$ cat src/rtl/cache_fill_ctrl.sv
`timescale 1ns/1ps
// -----------------------------------------------------------------------------
// cache_fill_ctrl
//
// Memory-side initiator for one cache. It owns the memory port, which takes
// 4 cycles for a read and 1 cycle for a write.
//   * On a miss it issues WORDS_PER_BLOCK pipelined word reads, one per cycle.
//     Each returned word is written into the cache data array.
//     fill_done pulses once the whole block has been written.
//   * It forwards write-through stores to memory as single-cycle writes.
//
// Build option:
//   FILL_CRIT_WORD_FIRST_EN  When defined, issue order and the returned-word
//                            index start at the missed word and wrap within
//                            the block. When undefined, the order is strictly
//                            ascending from word 0. Latency is the same in
//                            both builds.
//
// Handshakes:
//   miss_valid is a level request that stays high until fill_done.
//   wr_req is a level request that stays high until wr_ack.
//   fill_done and wr_ack are one-cycle pulses.
//   When both requests are seen in IDLE, the miss wins. The store waits and
//   is served after the fill completes.
//   mem_rvalid is a pulse that arrives 4 cycles after its read was issued.
//   It is only accepted while a fill is in flight (FILL or DRAIN).
//
// Ports:
//   clk, rst          rising-edge clock; synchronous active-high reset
//   miss_valid/addr   fill request and the byte address of the missing word
//   wr_req/addr/data  write-through store request
//   busy              high whenever the controller is not IDLE
//   fill_done         one-cycle pulse: block written, the tag may be updated
//   wr_ack            one-cycle pulse: the store was issued to memory
//   cache_we          data-array write strobe (combinational)
//   cache_word_idx    word index within the block for cache_we
//   cache_wdata       data for the data array (mem_rdata passed through)
//   mem_enable/wr     registered memory command
//   mem_addr/wdata    registered memory address (bit 0 always 0) and data
//   mem_rdata/rvalid  memory read data and its valid strobe
// -----------------------------------------------------------------------------
module cache_fill_ctrl #(
  parameter int ADDR_WIDTH      = 16,
  parameter int WORDS_PER_BLOCK = 8,
  localparam int IDXW           = $clog2(WORDS_PER_BLOCK)
) (
  input  logic                  clk,
  input  logic                  rst,
  input  logic                  miss_valid,
  input  logic [ADDR_WIDTH-1:0] miss_addr,
  input  logic                  wr_req,
  input  logic [ADDR_WIDTH-1:0] wr_addr,
  input  logic [15:0]           wr_data,
  output logic                  busy,
  output logic                  fill_done,
  output logic                  wr_ack,
  output logic                  cache_we,
  output logic [IDXW-1:0]       cache_word_idx,
  output logic [15:0]           cache_wdata,
  output logic                  mem_enable,
  output logic                  mem_wr,
  output logic [ADDR_WIDTH-1:0] mem_addr,
  output logic [15:0]           mem_wdata,
  input  logic [15:0]           mem_rdata,
  input  logic                  mem_rvalid
);

  // The counters carry one extra bit so that the full count N can be held.
  localparam int CW = IDXW + 1;
  localparam logic [CW-1:0] N_CNT    = CW'(WORDS_PER_BLOCK);
  localparam logic [CW-1:0] LAST_CNT = CW'(WORDS_PER_BLOCK - 1);

  // This mask clears the word-in-block bits and the byte bit of an address.
  // The result is the block base address.
  localparam logic [ADDR_WIDTH-1:0] BLK_MASK  = ~ADDR_WIDTH'((1 << CW) - 1);
  // This mask forces an address to a 16-bit word boundary.
  localparam logic [ADDR_WIDTH-1:0] WORD_MASK = ~ADDR_WIDTH'(1);

  typedef enum logic [2:0] {
    S_IDLE  = 3'd0,
    S_FILL  = 3'd1,
    S_DRAIN = 3'd2,
    S_DONE  = 3'd3,
    S_WRITE = 3'd4
  } state_t;

  state_t                state;
  logic [ADDR_WIDTH-1:0] base_q;      // block base of the fill in progress
  logic [IDXW-1:0]       start_q;     // first word index of the fill
  logic [CW-1:0]         issue_cnt;   // reads issued so far, including this cycle's
  logic [CW-1:0]         recv_cnt;    // reads returned so far

  logic [ADDR_WIDTH-1:0] base_d;
  logic [IDXW-1:0]       start_d;
  logic [IDXW-1:0]       issue_idx;
  logic [IDXW-1:0]       recv_idx;
  logic                  in_fill;

  // The base has all low bits clear, so OR-ing in the word offset gives the
  // word address. The offset can never carry into the tag bits.
  function automatic logic [ADDR_WIDTH-1:0] word_addr(
    input logic [ADDR_WIDTH-1:0] base,
    input logic [IDXW-1:0]       idx
  );
    return base | ADDR_WIDTH'({idx, 1'b0});
  endfunction

  always_comb begin
    base_d = miss_addr & BLK_MASK;
`ifdef FILL_CRIT_WORD_FIRST_EN
    start_d = miss_addr[IDXW:1];
`else
    start_d = '0;
`endif
    // IDXW-bit additions wrap naturally modulo WORDS_PER_BLOCK.
    issue_idx = start_q + issue_cnt[IDXW-1:0];
    recv_idx  = start_q + recv_cnt[IDXW-1:0];
    in_fill   = (state == S_FILL) || (state == S_DRAIN);

    // Returned data goes straight into the data array in the same cycle.
    cache_we       = in_fill && mem_rvalid;
    cache_word_idx = recv_idx;
    cache_wdata    = mem_rdata;
  end

  always_ff @(posedge clk) begin
    if (rst) begin
      state      <= S_IDLE;
      base_q     <= '0;
      start_q    <= '0;
      issue_cnt  <= '0;
      recv_cnt   <= '0;
      busy       <= 1'b0;
      fill_done  <= 1'b0;
      wr_ack     <= 1'b0;
      mem_enable <= 1'b0;
      mem_wr     <= 1'b0;
      mem_addr   <= '0;
      mem_wdata  <= '0;
    end else begin
      case (state)
        S_IDLE: begin
          fill_done <= 1'b0;
          wr_ack    <= 1'b0;
          if (miss_valid) begin
            // The first read goes out in the very next cycle. Its address is
            // built from the incoming request, because base_q and start_q are
            // only being loaded at this edge.
            base_q     <= base_d;
            start_q    <= start_d;
            issue_cnt  <= CW'(1);
            recv_cnt   <= '0;
            mem_enable <= 1'b1;
            mem_wr     <= 1'b0;
            mem_addr   <= word_addr(base_d, start_d);
            busy       <= 1'b1;
            state      <= S_FILL;
          end else if (wr_req) begin
            mem_enable <= 1'b1;
            mem_wr     <= 1'b1;
            mem_addr   <= wr_addr & WORD_MASK;
            mem_wdata  <= wr_data;
            wr_ack     <= 1'b1;
            busy       <= 1'b1;
            state      <= S_WRITE;
          end
        end

        S_FILL: begin
          if (issue_cnt == N_CNT) begin
            mem_enable <= 1'b0;
            state      <= S_DRAIN;
          end else begin
            mem_addr  <= word_addr(base_q, issue_idx);
            issue_cnt <= issue_cnt + CW'(1);
          end
        end

        S_DRAIN: begin
          // Wait here for the outstanding returns, which are handled below.
        end

        S_DONE: begin
          // miss_valid may still be high in this cycle. It is not looked at
          // again until the next IDLE cycle, and by then it has been dropped.
          fill_done <= 1'b0;
          busy      <= 1'b0;
          state     <= S_IDLE;
        end

        S_WRITE: begin
          mem_enable <= 1'b0;
          mem_wr     <= 1'b0;
          wr_ack     <= 1'b0;
          busy       <= 1'b0;
          state      <= S_IDLE;
        end

        default: begin
          state <= S_IDLE;
        end
      endcase

      // Returns may overlap the issue phase, so they are counted in both
      // FILL and DRAIN. The last return takes priority over the FILL to DRAIN
      // move made above.
      if (in_fill && mem_rvalid) begin
        if (recv_cnt == LAST_CNT) begin
          recv_cnt   <= '0;
          mem_enable <= 1'b0;
          fill_done  <= 1'b1;
          state      <= S_DONE;
        end else begin
          recv_cnt <= recv_cnt + CW'(1);
        end
      end
    end
  end

endmodule

$ cat config.mk
export PLATFORM = sky130hd
export DESIGN_NAME = cache_fill_ctrl
export DESIGN_NICKNAME = d
export VERILOG_FILES = /design/src/rtl/cache_fill_ctrl.sv
export SDC_FILE = /design/constraint.sdc
export NUM_CORES = 1
export LEC_CHECK = 0
export ABC_AREA = 0
export BUFFER_PORTS_ARGS = -buffer_cell sky130_fd_sc_hd__buf_4
export CORE_ASPECT_RATIO = 0.6
export CORE_MARGIN = 10
export CORE_UTILIZATION = 50
export DETAILED_ROUTE_END_ITERATION = 10
export HOLD_SLACK_MARGIN = 0.08
export PLACE_DENSITY = 0.83
export SLEW_MARGIN = 20
export SYNTH_ARGS = -nofsm -noshare
export SYNTH_HDL_FRONTEND = slang
export SYNTH_SLANG_ARGS = --single-unit
$ cat constraint.sdc
create_clock -name clk -period 4.2 [get_ports clk]
set_clock_uncertainty 0.15 [all_clocks]
set_input_delay 0.84 -clock clk [delete_from_list [all_inputs] [get_ports clk]]
set_output_delay 0.84 -clock clk [all_outputs]
set_load 0.05 [all_outputs]
==> results of run 1 <==
==> worst reg2reg max path: cells and delay by family, from the launching register on <==
kind            cells  cell delay [ns]
compound gates      3             1.30
simple gates        1             0.22
flops               1             0.71
==> area by class of cell <==
| class | count | area, µm² | share of cell area, % |
|---|---|---|---|
| clock inverter | 6 | 80.1 | 2.33 |
| inverter | 4 | 15.0 | 0.437 |
| timing repair buffer | 87 | 653 | 19.0 |
| tap | 66 | 82.6 | 2.40 |
| sequential | 59 | 1180 | 34.4 |
| clock buffer | 10 | 128 | 3.72 |
| multi-input combinational | 211 | 1290 | 37.7 |
==> through the flow <==
stage	std cells	setup WS, ns	instance area (µm²)	util (%)
after floorplan	316	1.73	2730	-
after global placement	427	1.36	3210	62.1
after detailed placement	427	1.30	3210	62.1
after CTS	443	1.48	3420	66.1
after global routing	443	1.35	3430	66.3
final	443	1.44	3430	66.3
==> where the power goes <==
| group | internal [mW] | switching, mW |
|---|---|---|
| clock network | 0.330 | 0.217 |
| registers | 0.599 | 0.0281 |
| logic | 0.116 | 0.204 |
| total | 1.04 | 0.449 |
==> cells in the final DEF, fill, tap and decap left out, types with 2 or more instances in the layout <==
| master | netlist | layout |
|---|---|---|
| a32o_1 | 11 | 11 |
| a211oi_1 | 4 | 4 |
| nor3_1 | 6 | 6 |
| nor3b_1 | 6 | 6 |
| xor2_1 | 2 | 2 |
| ha_1 | 3 | 3 |
| mux2i_1 | 13 | 13 |
| a21o_1 | 2 | 2 |
| clkinv_2 | 0 | 4 |
| a21oi_1 | 38 | 37 |
| a22o_1 | 2 | 2 |
| nand3b_1 | 3 | 3 |
| o211ai_1 | 13 | 13 |
| clkbuf_8 | 0 | 9 |
| nor2_1 | 12 | 12 |
| bufinv_16 | 0 | 2 |
| dfxtp_1 | 59 | 59 |
| nand2b_1 | 2 | 2 |
| buf_4 | 21 | 87 |
| inv_1 | 4 | 4 |
| nand2_1 | 60 | 60 |
| and3b_1 | 2 | 2 |
| o21ai_0 | 7 | 7 |
| nand3_1 | 4 | 4 |
| nor2b_1 | 4 | 4 |
| and2_1 | 4 | 4 |
==> layer usage <==
metal / wire length (µm) / up-vias / global-route usage, %
met5: 0 / - / 0
met4: 80 / 0 / 5.29
met3: 941 / 13 / 10.1
met2: 3000 / 89 / 24.2
met1: 3160 / 1145 / 19.5
li1: - / 1198 / -
==> registers in the layout, indices dropped and copies added, names as in the netlist, 3 cells and up <==
register and count:
mem_wdata 16, mem_addr 15, base_q 12, issue_cnt 4, recv_cnt 4, state 3
==> path summary, 6_finish.rpt <==
path	start	to
min	base_q[15]	base_q[15]
min reg2reg	base_q[15]	base_q[15]
max	state[1]	cache_we
max reg2reg	state[0]	mem_addr[9]
==> cell families (layout without fill, tap and decap cells) <==
kind of cell / count (synthesis) / count (layout) / share of synthesized area [%]
DFF: 59 / 59 / 43.3
AOI/OAI and AO/OA: 81 / 81 / 20.1
xor gates and xnor gates: 3 / 3 / 0.963
buffers and inverters: 46 / 107 / 9.99
and+or+nand+nor: 110 / 110 / 19.4
other: 1 / 1 / 0.137
adders and majority gates: 3 / 3 / 1.38
muxes: 13 / 13 / 4.77
==> reports/results.tsv, run 1 <==
metric	value	unit
die height	77.2	µm
Peak supply drop	0.000307	V
power after layout	1.49	mW
critical path depth	3	
Critical Path End Type	primary output	
crit path cell chain	xor2_1 > and2_1 > buf_4	
GPL Wtd Cong	0.755	
# Max-Cap Violations	0	
P per Cell Area	435	mW/mm²
CTS tree	yes	
Crit Path Category	flip-flop to primary output	
Port Buffers	87	
FF-to-FF setup slack	1.75	ns
RSZ-0062 raised after global routing	no	
chip width	115	µm
Rel. slew slack	37.9	%
final wirelength	7190	µm
Max clock buf depth	2	
share of cells above drive strength 1	28.6	%
root buf cell	clkbuf_8	
area fraction of the dominant cell type after synthesis	43.3	%
path depth of the worst reg2reg path	4	
cts hold-fix bufs	0	
crit path buf inv count	1	
top_reg_cell synth	dfxtp_1	
ys async rst share	0	%
Avg Synthesized Cell Area	8.64	µm²
clk_lat worst skew	0.33	ns
slowest CP cell	dfxtp_1	
CP Data Required Time	3.21	ns
syn nets	388	
Post-synth EDFFs	0	
largest net degree at the start of global routing	51	
first-pass GRT wire length	12000	µm
DRC viols	0	
#FFs+latches synth	59	
max incr delay on CP	0.73	ns
GRT Util Overall	16.6	%
total number of H-tree levels	3	
Setup-failing EPs final	0	
routed vias/inst	5.52	
CP Max Fanout	13	
total grt overflow	0	
largest cells by area after synthesis	dfxtp_1 43%, nand2_1 8.2%, a21oi_1 7.0%	
nets	444	
drt first-iter violations	100	
Core ar.	0.00518	mm²
full die area	0.00891	mm²
cell with the most instances after synthesis	nand2_1	
Critical Path Start Type	flip-flop	
Synth cell types	40	
post-synthesis sequential area ratio	43.3	%
number of CTS-inserted buffers	9	
Crit path max-delay family	flip-flops	
Num Clock Sinks	59	
cell area after synthesis	0.00273	mm²
post-cts gate resize count	0	
cell taking the most area after synthesis	dfxtp_1	
maximum clock frequency	0.362	GHz
Post-CTS Setup Inserts	0	
vias	2445	
synth cell count leaders	60 x nand2_1, 59 x dfxtp_1, 38 x a21oi_1, 21 x buf_4	
Tightest Hold Check Type	flip-flop to flip-flop	
Worst-Margin Slew	0.932	ns
setup TNS	0	ns
I/O pins	126	
num rows	20	
fin. max-slew vios	0	
drt wl/cell	16.2	µm
Pre-antenna DRT Iters	4	
number of global-route vias before repair	2454	
Post-Syn Instances	316	
crit share post-route	65.7	%
Clock Pin Slew Worst Setup and Hold Paths	0.06	ns
Critical Path AT	1.77	ns
DRT antenna net count	0	
LEAKAGE	1.48	nW
initial core utilization	52.7	%
hold depth	2	
initial antenna violation count	0	
area grow syn2layout	25.8	%
antenna cells	0	
status	finished, final reports clean	
fillers	430	
Period minus WS final	2.76	ns
Yosys warnings	0	
Hold WS	0.308	ns
dpl hpwl	5280	µm
Fin. Hold Viols	0	
(Power assumes the default switching activity.)
==> inputs of run 2 (changes only) <==
- CORE_UTILIZATION: 50 -> 47
- PLACE_DENSITY: 0.83 -> 0.78
- clock period: 4.2 -> 2.8 ns (I/O delays scaled with it)
==> run 2 against run 1 <==
  * Setup slack worse by 1.1 ns
  * Sequential cell count stayed put
  * Critical endpoint unchanged
  * Non-clock buffer count is 5 higher
  * Cell count is 4.3% higher
  * First-iteration DRC count is 53% higher
  * Register-to-register slack worse by 1.2 ns
  * Via count is 1.1% lower
  * Design area is 2.5% higher
==> reports/results.tsv, run 2 (same netlist as run 1, synthesis figures left out) <==
metric	value	unit	change
status	finished, final reports clean		unchanged
full die area	0.00936	mm²	was 0.00891 mm²
final wirelength	7050	µm	was 7190 µm
top flop regs	mem_wdata x16, mem_addr x15, base_q x12		unchanged
num rows	21		was 20
# Max-Cap Violations	0		unchanged
maximum clock frequency	0.410	GHz	
routed vias/inst	5.23		was 5.52
clk_lat worst skew	0.34	ns	was 0.33 ns
Post-CTS Setup Inserts	0		unchanged
crit path cell chain	xor2_1 > and2_1 > buf_4		unchanged
P per Cell Area	673	mW/mm²	was 435 mW/mm²
Peak supply drop	0.000254	V	was 0.000307 V
setup TNS	0	ns	unchanged
post-cts gate resize count	0		unchanged
Max clock buf depth	2		unchanged
Critical Path Start Type	flip-flop		unchanged
commonest non-fill, non-tap cell in the layout	buf_4		unchanged
number of global-route vias before repair	2466		was 2,454
vias	2418		was 2,445
CP Max Fanout	13		unchanged
DRC viols	0		unchanged
drt first-iter violations	153		was 100
Pre-antenna DRT Iters	6		was 4
Crit path max-delay family	flip-flops		unchanged
Core ar.	0.00560	mm²	was 0.00518 mm²
chip width	118	µm	was 115 µm
Setup-failing EPs final	0		unchanged
cts hold-fix bufs	0		unchanged
Critical Path End Type	primary output		unchanged
Finished Cell Area	0.00352	mm²	was 0.00343 mm²
total grt overflow	0		unchanged
Port Buffers	87		unchanged
commonest cells after routing, fill and taps aside	92 x buf_4, 60 x nand2_1, 59 x dfxtp_1, 38 x a21oi_1		was 87 x buf_4, 60 x nand2_1, 59 x dfxtp_1, 37 x a21oi_1
crit share post-route	87.1	%	
Tightest Hold Check Type	flip-flop to flip-flop		unchanged
max reg flops	16		unchanged
I/O pins	126		unchanged
total number of H-tree levels	3		unchanged
number of CTS-inserted buffers	9		unchanged
area grow syn2layout	28.9	%	was 25.8%
fin. max-slew vios	0		unchanged
LEAKAGE	1.52	nW	was 1.48 nW
max incr delay on CP	0.71	ns	was 0.73 ns
initial core utilization	48.8	%	was 52.7%
drt wl/cell	15.3	µm	was 16.2 µm
GPL Wtd Cong	0.804		was 0.755
first-pass GRT wire length	11600	µm	was 12,000 µm
antenna cells	0		unchanged
Hold WS	0.304	ns	was 0.308 ns
slowest CP cell	dfxtp_1		unchanged
Crit Path Category	flip-flop to primary output		unchanged
Clock Pin Slew Worst Setup and Hold Paths	0.06	ns	about the same
DP Area	0.00327	mm²	was 0.00321 mm²
Num Clock Sinks	59		unchanged
nets	449		was 444
Fin. Hold Viols	0		unchanged
Rel. slew slack	28.8	%	was 37.9%
dpl hpwl	5150	µm	was 5280 µm
Top reg by flops	mem_wdata		unchanged
largest net degree at the start of global routing	51		unchanged
initial antenna violation count	0		unchanged
GRT Util Overall	15.1	%	was 16.6%
CTS tree	yes		unchanged
CP Data Required Time	2.09	ns	was 3.21 ns
crit path buf inv count	1		unchanged
root buf cell	clkbuf_8		unchanged
DRT antenna net count	0		unchanged
RSZ-0062 raised after global routing	no		unchanged
Period minus WS final	2.44	ns	
share of cells above drive strength 1	29.3	%	was 28.6%
Worst-Margin Slew	1.07	ns	was 0.932 ns
fillers	501		was 430
Critical Path AT	1.73	ns	was 1.77 ns
die height	79.0	µm	was 77.2 µm
run 2: cell count changes in the layout (fill, tap and decap cells not counted), sizes merged:
cell    before  now
buf         87   92
bufinv       2    3
clkbuf      10   11
clkinv       4    2
run 2: power by group:
part	switching (mW)	total (mW)	internal, mW
Sequential	0.0386	0.936	0.898
Combinational	0.309	0.489	0.180
Clock	0.330	0.943	0.613
run 2: path summary, 6_finish.rpt:
path / slack (ns) / to / from / cells past startpoint
min reg2reg: 0.30 / mem_addr[5] / mem_addr[5] / 2
max: 0.36 / cache_we / state[1] / 3
max reg2reg: 0.54 / mem_addr[1] / issue_cnt[0] / 6
min: 0.30 / mem_addr[5] / mem_addr[5] / 2
run 2: routing by layer:
metal / track usage, % / routed length (µm) / vias up
li1: - / - / 1213
met1: 17.6 / 3140 / 1118
met2: 23.5 / 3210 / 76
met3: 8.19 / 630 / 11
met4: 4.61 / 80 / 0
met5: 0 / 0 / -
run 2: cell type report:
| class | instances | area [µm²] | area share (%) |
|---|---|---|---|
| Multi-Input combinational cell | 211 | 1290 | 36.7 |
| Tap cell | 80 | 100 | 2.84 |
| Sequential cell | 59 | 1180 | 33.6 |
| Timing Repair Buffer | 92 | 691 | 19.6 |
| Clock inverter | 5 | 100 | 2.84 |
| Clock buffer | 11 | 141 | 4.02 |
| Inverter | 4 | 15.0 | 0.427 |
run 2: worst min-delay path: cells and delay by family (launching register included):
family | cells | cell delay [ns]
DFF | 1 | 0.31
and+or+nand+nor | 1 | 0.05
AOI/OAI and AO/OA | 1 | 0.05
run 2: stage by stage:
step | util (%) | power, mW | setup slack, ns | std cells
after CTS | 62.7 | 2.38 | 0.383 | 462
after floorplan | - | 1.34 | 0.798 | 316
after detailed placement | 58.4 | 1.44 | 0.534 | 446
after global placement | 58.4 | 1.43 | 0.574 | 446
final | 62.9 | 2.37 | 0.361 | 462
after global routing | 62.9 | 2.47 | 0.210 | 462
==> inputs of run 3 (changes only) <==
- PLACE_DENSITY: 0.78 -> 0.8
- RECOVER_POWER: default -> 25
==> run 3 against run 2 <==
  * Via count fell by 0.37%
  * Combinational power fell by 3%
  * Total power fell by 7.1%
  * Cell count fell by 0.65%
  * Wire length fell by 0.48%
  * Global-route usage fell by 0.12 points
  * Count of clock-buffer cells in the layout rose by 1
  * Design area fell by 2.5%
  * Highest routed layer unchanged
==> reports/results.tsv, run 3 (same netlist as run 1, synthesis figures left out) <==
metric	value	unit	change
Crit Path Category	flip-flop to primary output		unchanged
max reg flops	16		unchanged
maximum clock frequency	0.414	GHz	was 0.410 GHz
largest net degree at the start of global routing	51		unchanged
antenna cells	0		unchanged
total number of H-tree levels	3		unchanged
fin. max-slew vios	0		unchanged
crit share post-route	86.3	%	was 87.1%
first-pass GRT wire length	11600	µm	about the same
Setup-failing EPs final	0		unchanged
CTS tree	yes		unchanged
Hold WS	0.304	ns	about the same
Worst-Margin Slew	1.17	ns	was 1.07 ns
drt first-iter violations	125		was 153
initial core utilization	48.8	%	unchanged
CP Max Fanout	13		unchanged
Post-CTS Setup Inserts	0		unchanged
drt wl/cell	15.3	µm	about the same
register area	0.00118	mm²	unchanged
die height	79.0	µm	unchanged
P per Cell Area	641	mW/mm²	was 673 mW/mm²
Core ar.	0.00560	mm²	unchanged
slowest CP cell	dfxtp_1		unchanged
CP Data Required Time	2.09	ns	about the same
Final Non-Filler Cells	459		was 462
Port Buffers	87		unchanged
chip width	118	µm	unchanged
num rows	21		unchanged
number of CTS-inserted buffers	9		unchanged
Inst Count DP	445		was 446
Critical Path Start Type	flip-flop		unchanged
WL met2	3040	µm	was 3210 µm
Critical Path AT	1.71	ns	was 1.73 ns
commonest cells after routing, fill and taps aside	82 x buf_4, 60 x nand2_1, 59 x dfxtp_1, 37 x a21oi_1		was 92 x buf_4, 60 x nand2_1, 59 x dfxtp_1, 38 x a21oi_1
WL met3	768	µm	was 630 µm
routed vias/inst	5.25		was 5.23
full die area	0.00936	mm²	unchanged
# Max-Cap Violations	0		unchanged
Clock Pin Slew Worst Setup and Hold Paths	0.06	ns	about the same
LEAKAGE	1.46	nW	was 1.52 nW
final wirelength	7020	µm	was 7050 µm
DR top layer	met4		unchanged
DRC viols	0		unchanged
fillers	499		was 501
Pre-antenna DRT Iters	4		was 6
share of cells above drive strength 1	26.9	%	was 29.3%
Tightest Hold Check Type	flip-flop to flip-flop		unchanged
clk_lat worst skew	0.34	ns	about the same
top flop regs	mem_wdata x16, mem_addr x15, base_q x12		unchanged
Rel. slew slack	21.2	%	was 28.8%
dpl hpwl	5140	µm	was 5150 µm
area grow syn2layout	25.7	%	was 28.9%
commonest non-fill, non-tap cell in the layout	buf_4		unchanged
Multi-input gate area	0.00129	mm²	about the same
crit path cell chain	xor2_1 > and2_1 > buf_4		unchanged
post-cts gate resize count	0		unchanged
initial antenna violation count	0		unchanged
Num Clock Sinks	59		unchanged
status	finished, final reports clean		unchanged
GRT Util Overall	15.0	%	was 15.1%
Top reg by flops	mem_wdata		unchanged
root buf cell	clkbuf_8		unchanged
M1 WL	3140	µm	about the same
DRT antenna net count	0		unchanged
Period minus WS final	2.42	ns	was 2.44 ns
Peak supply drop	0.000374	V	was 0.000254 V
I/O pins	126		unchanged
nets	448		was 449
max incr delay on CP	0.68	ns	was 0.71 ns
Fin. Hold Viols	0		unchanged
Max clock buf depth	2		unchanged
RSZ-0062 raised after global routing	no		unchanged
Critical Path End Type	primary output		unchanged
cts hold-fix bufs	0		unchanged
vias	2409		was 2,418
total grt overflow	0		unchanged
GPL Wtd Cong	0.773		was 0.804
number of global-route vias before repair	2389		was 2,466
setup TNS	0	ns	unchanged
-- run 3: cell types whose count changed in the layout (fill, tap and decap cells not counted), sizes merged --
cell / before / now
buf: 92 / 82
bufinv: 3 / 1
clkbuf: 11 / 21
clkinv: 2 / 1
-- run 3: report_power, final --
group	switching, mW	total, mW	leakage, nW	internal (mW)
clock network	0.315	0.787	0.104	0.472
registers	0.0400	0.938	0.484	0.898
logic	0.306	0.475	0.869	0.169
-- run 3: worst max-delay path: cells and delay by family (launching register included) --
kind | cells | cell delay (ns)
buf+inv | 1 | 0.22
xor+xnor | 1 | 0.25
flops | 1 | 0.68
simple gates | 1 | 0.22
-- run 3: per-stage QoR --
| step | area, µm² | setup WS, ns | utilization, % | total power [mW] |
|---|---|---|---|---|
| 2_1_floorplan | 2730 | 0.798 | - | 1.34 |
| 3_3_place_gp | 3260 | 0.539 | 58.3 | 1.43 |
| 3_5_place_dp | 3260 | 0.533 | 58.3 | 1.44 |
| 4_1_cts | 3460 | 0.381 | 61.9 | 2.23 |
| 5_1_grt | 3430 | 0.266 | 61.3 | 2.30 |
| 6_report | 3430 | 0.385 | 61.3 | 2.20 |
-- run 3: final timing paths --
kind              cells after the start            to    startpoint  slack, ns
setup reg to reg                      4   mem_addr[3]      state[0]       0.58
hold reg to reg                       2  mem_wdata[9]  mem_wdata[9]       0.30
hold / removal                        2  mem_wdata[9]  mem_wdata[9]       0.30
setup / recovery                      3      cache_we      state[1]       0.38
-- run 3: layout make-up --
cell class / count / area share, %
multi-input combinational: 211 / 37.5
sequential: 59 / 34.4
timing repair buffer: 91 / 18.9
clock buffer: 12 / 4.81
tap: 80 / 2.92
clock inverter: 2 / 1.02
inverter: 4 / 0.437
-- run 3: layer usage --
layer	up-vias	GRT usage (%)
met5	-	0
met4	0	3.76
met3	6	9.89
met2	83	21.9
met1	1111	17.8
li1	1209	-
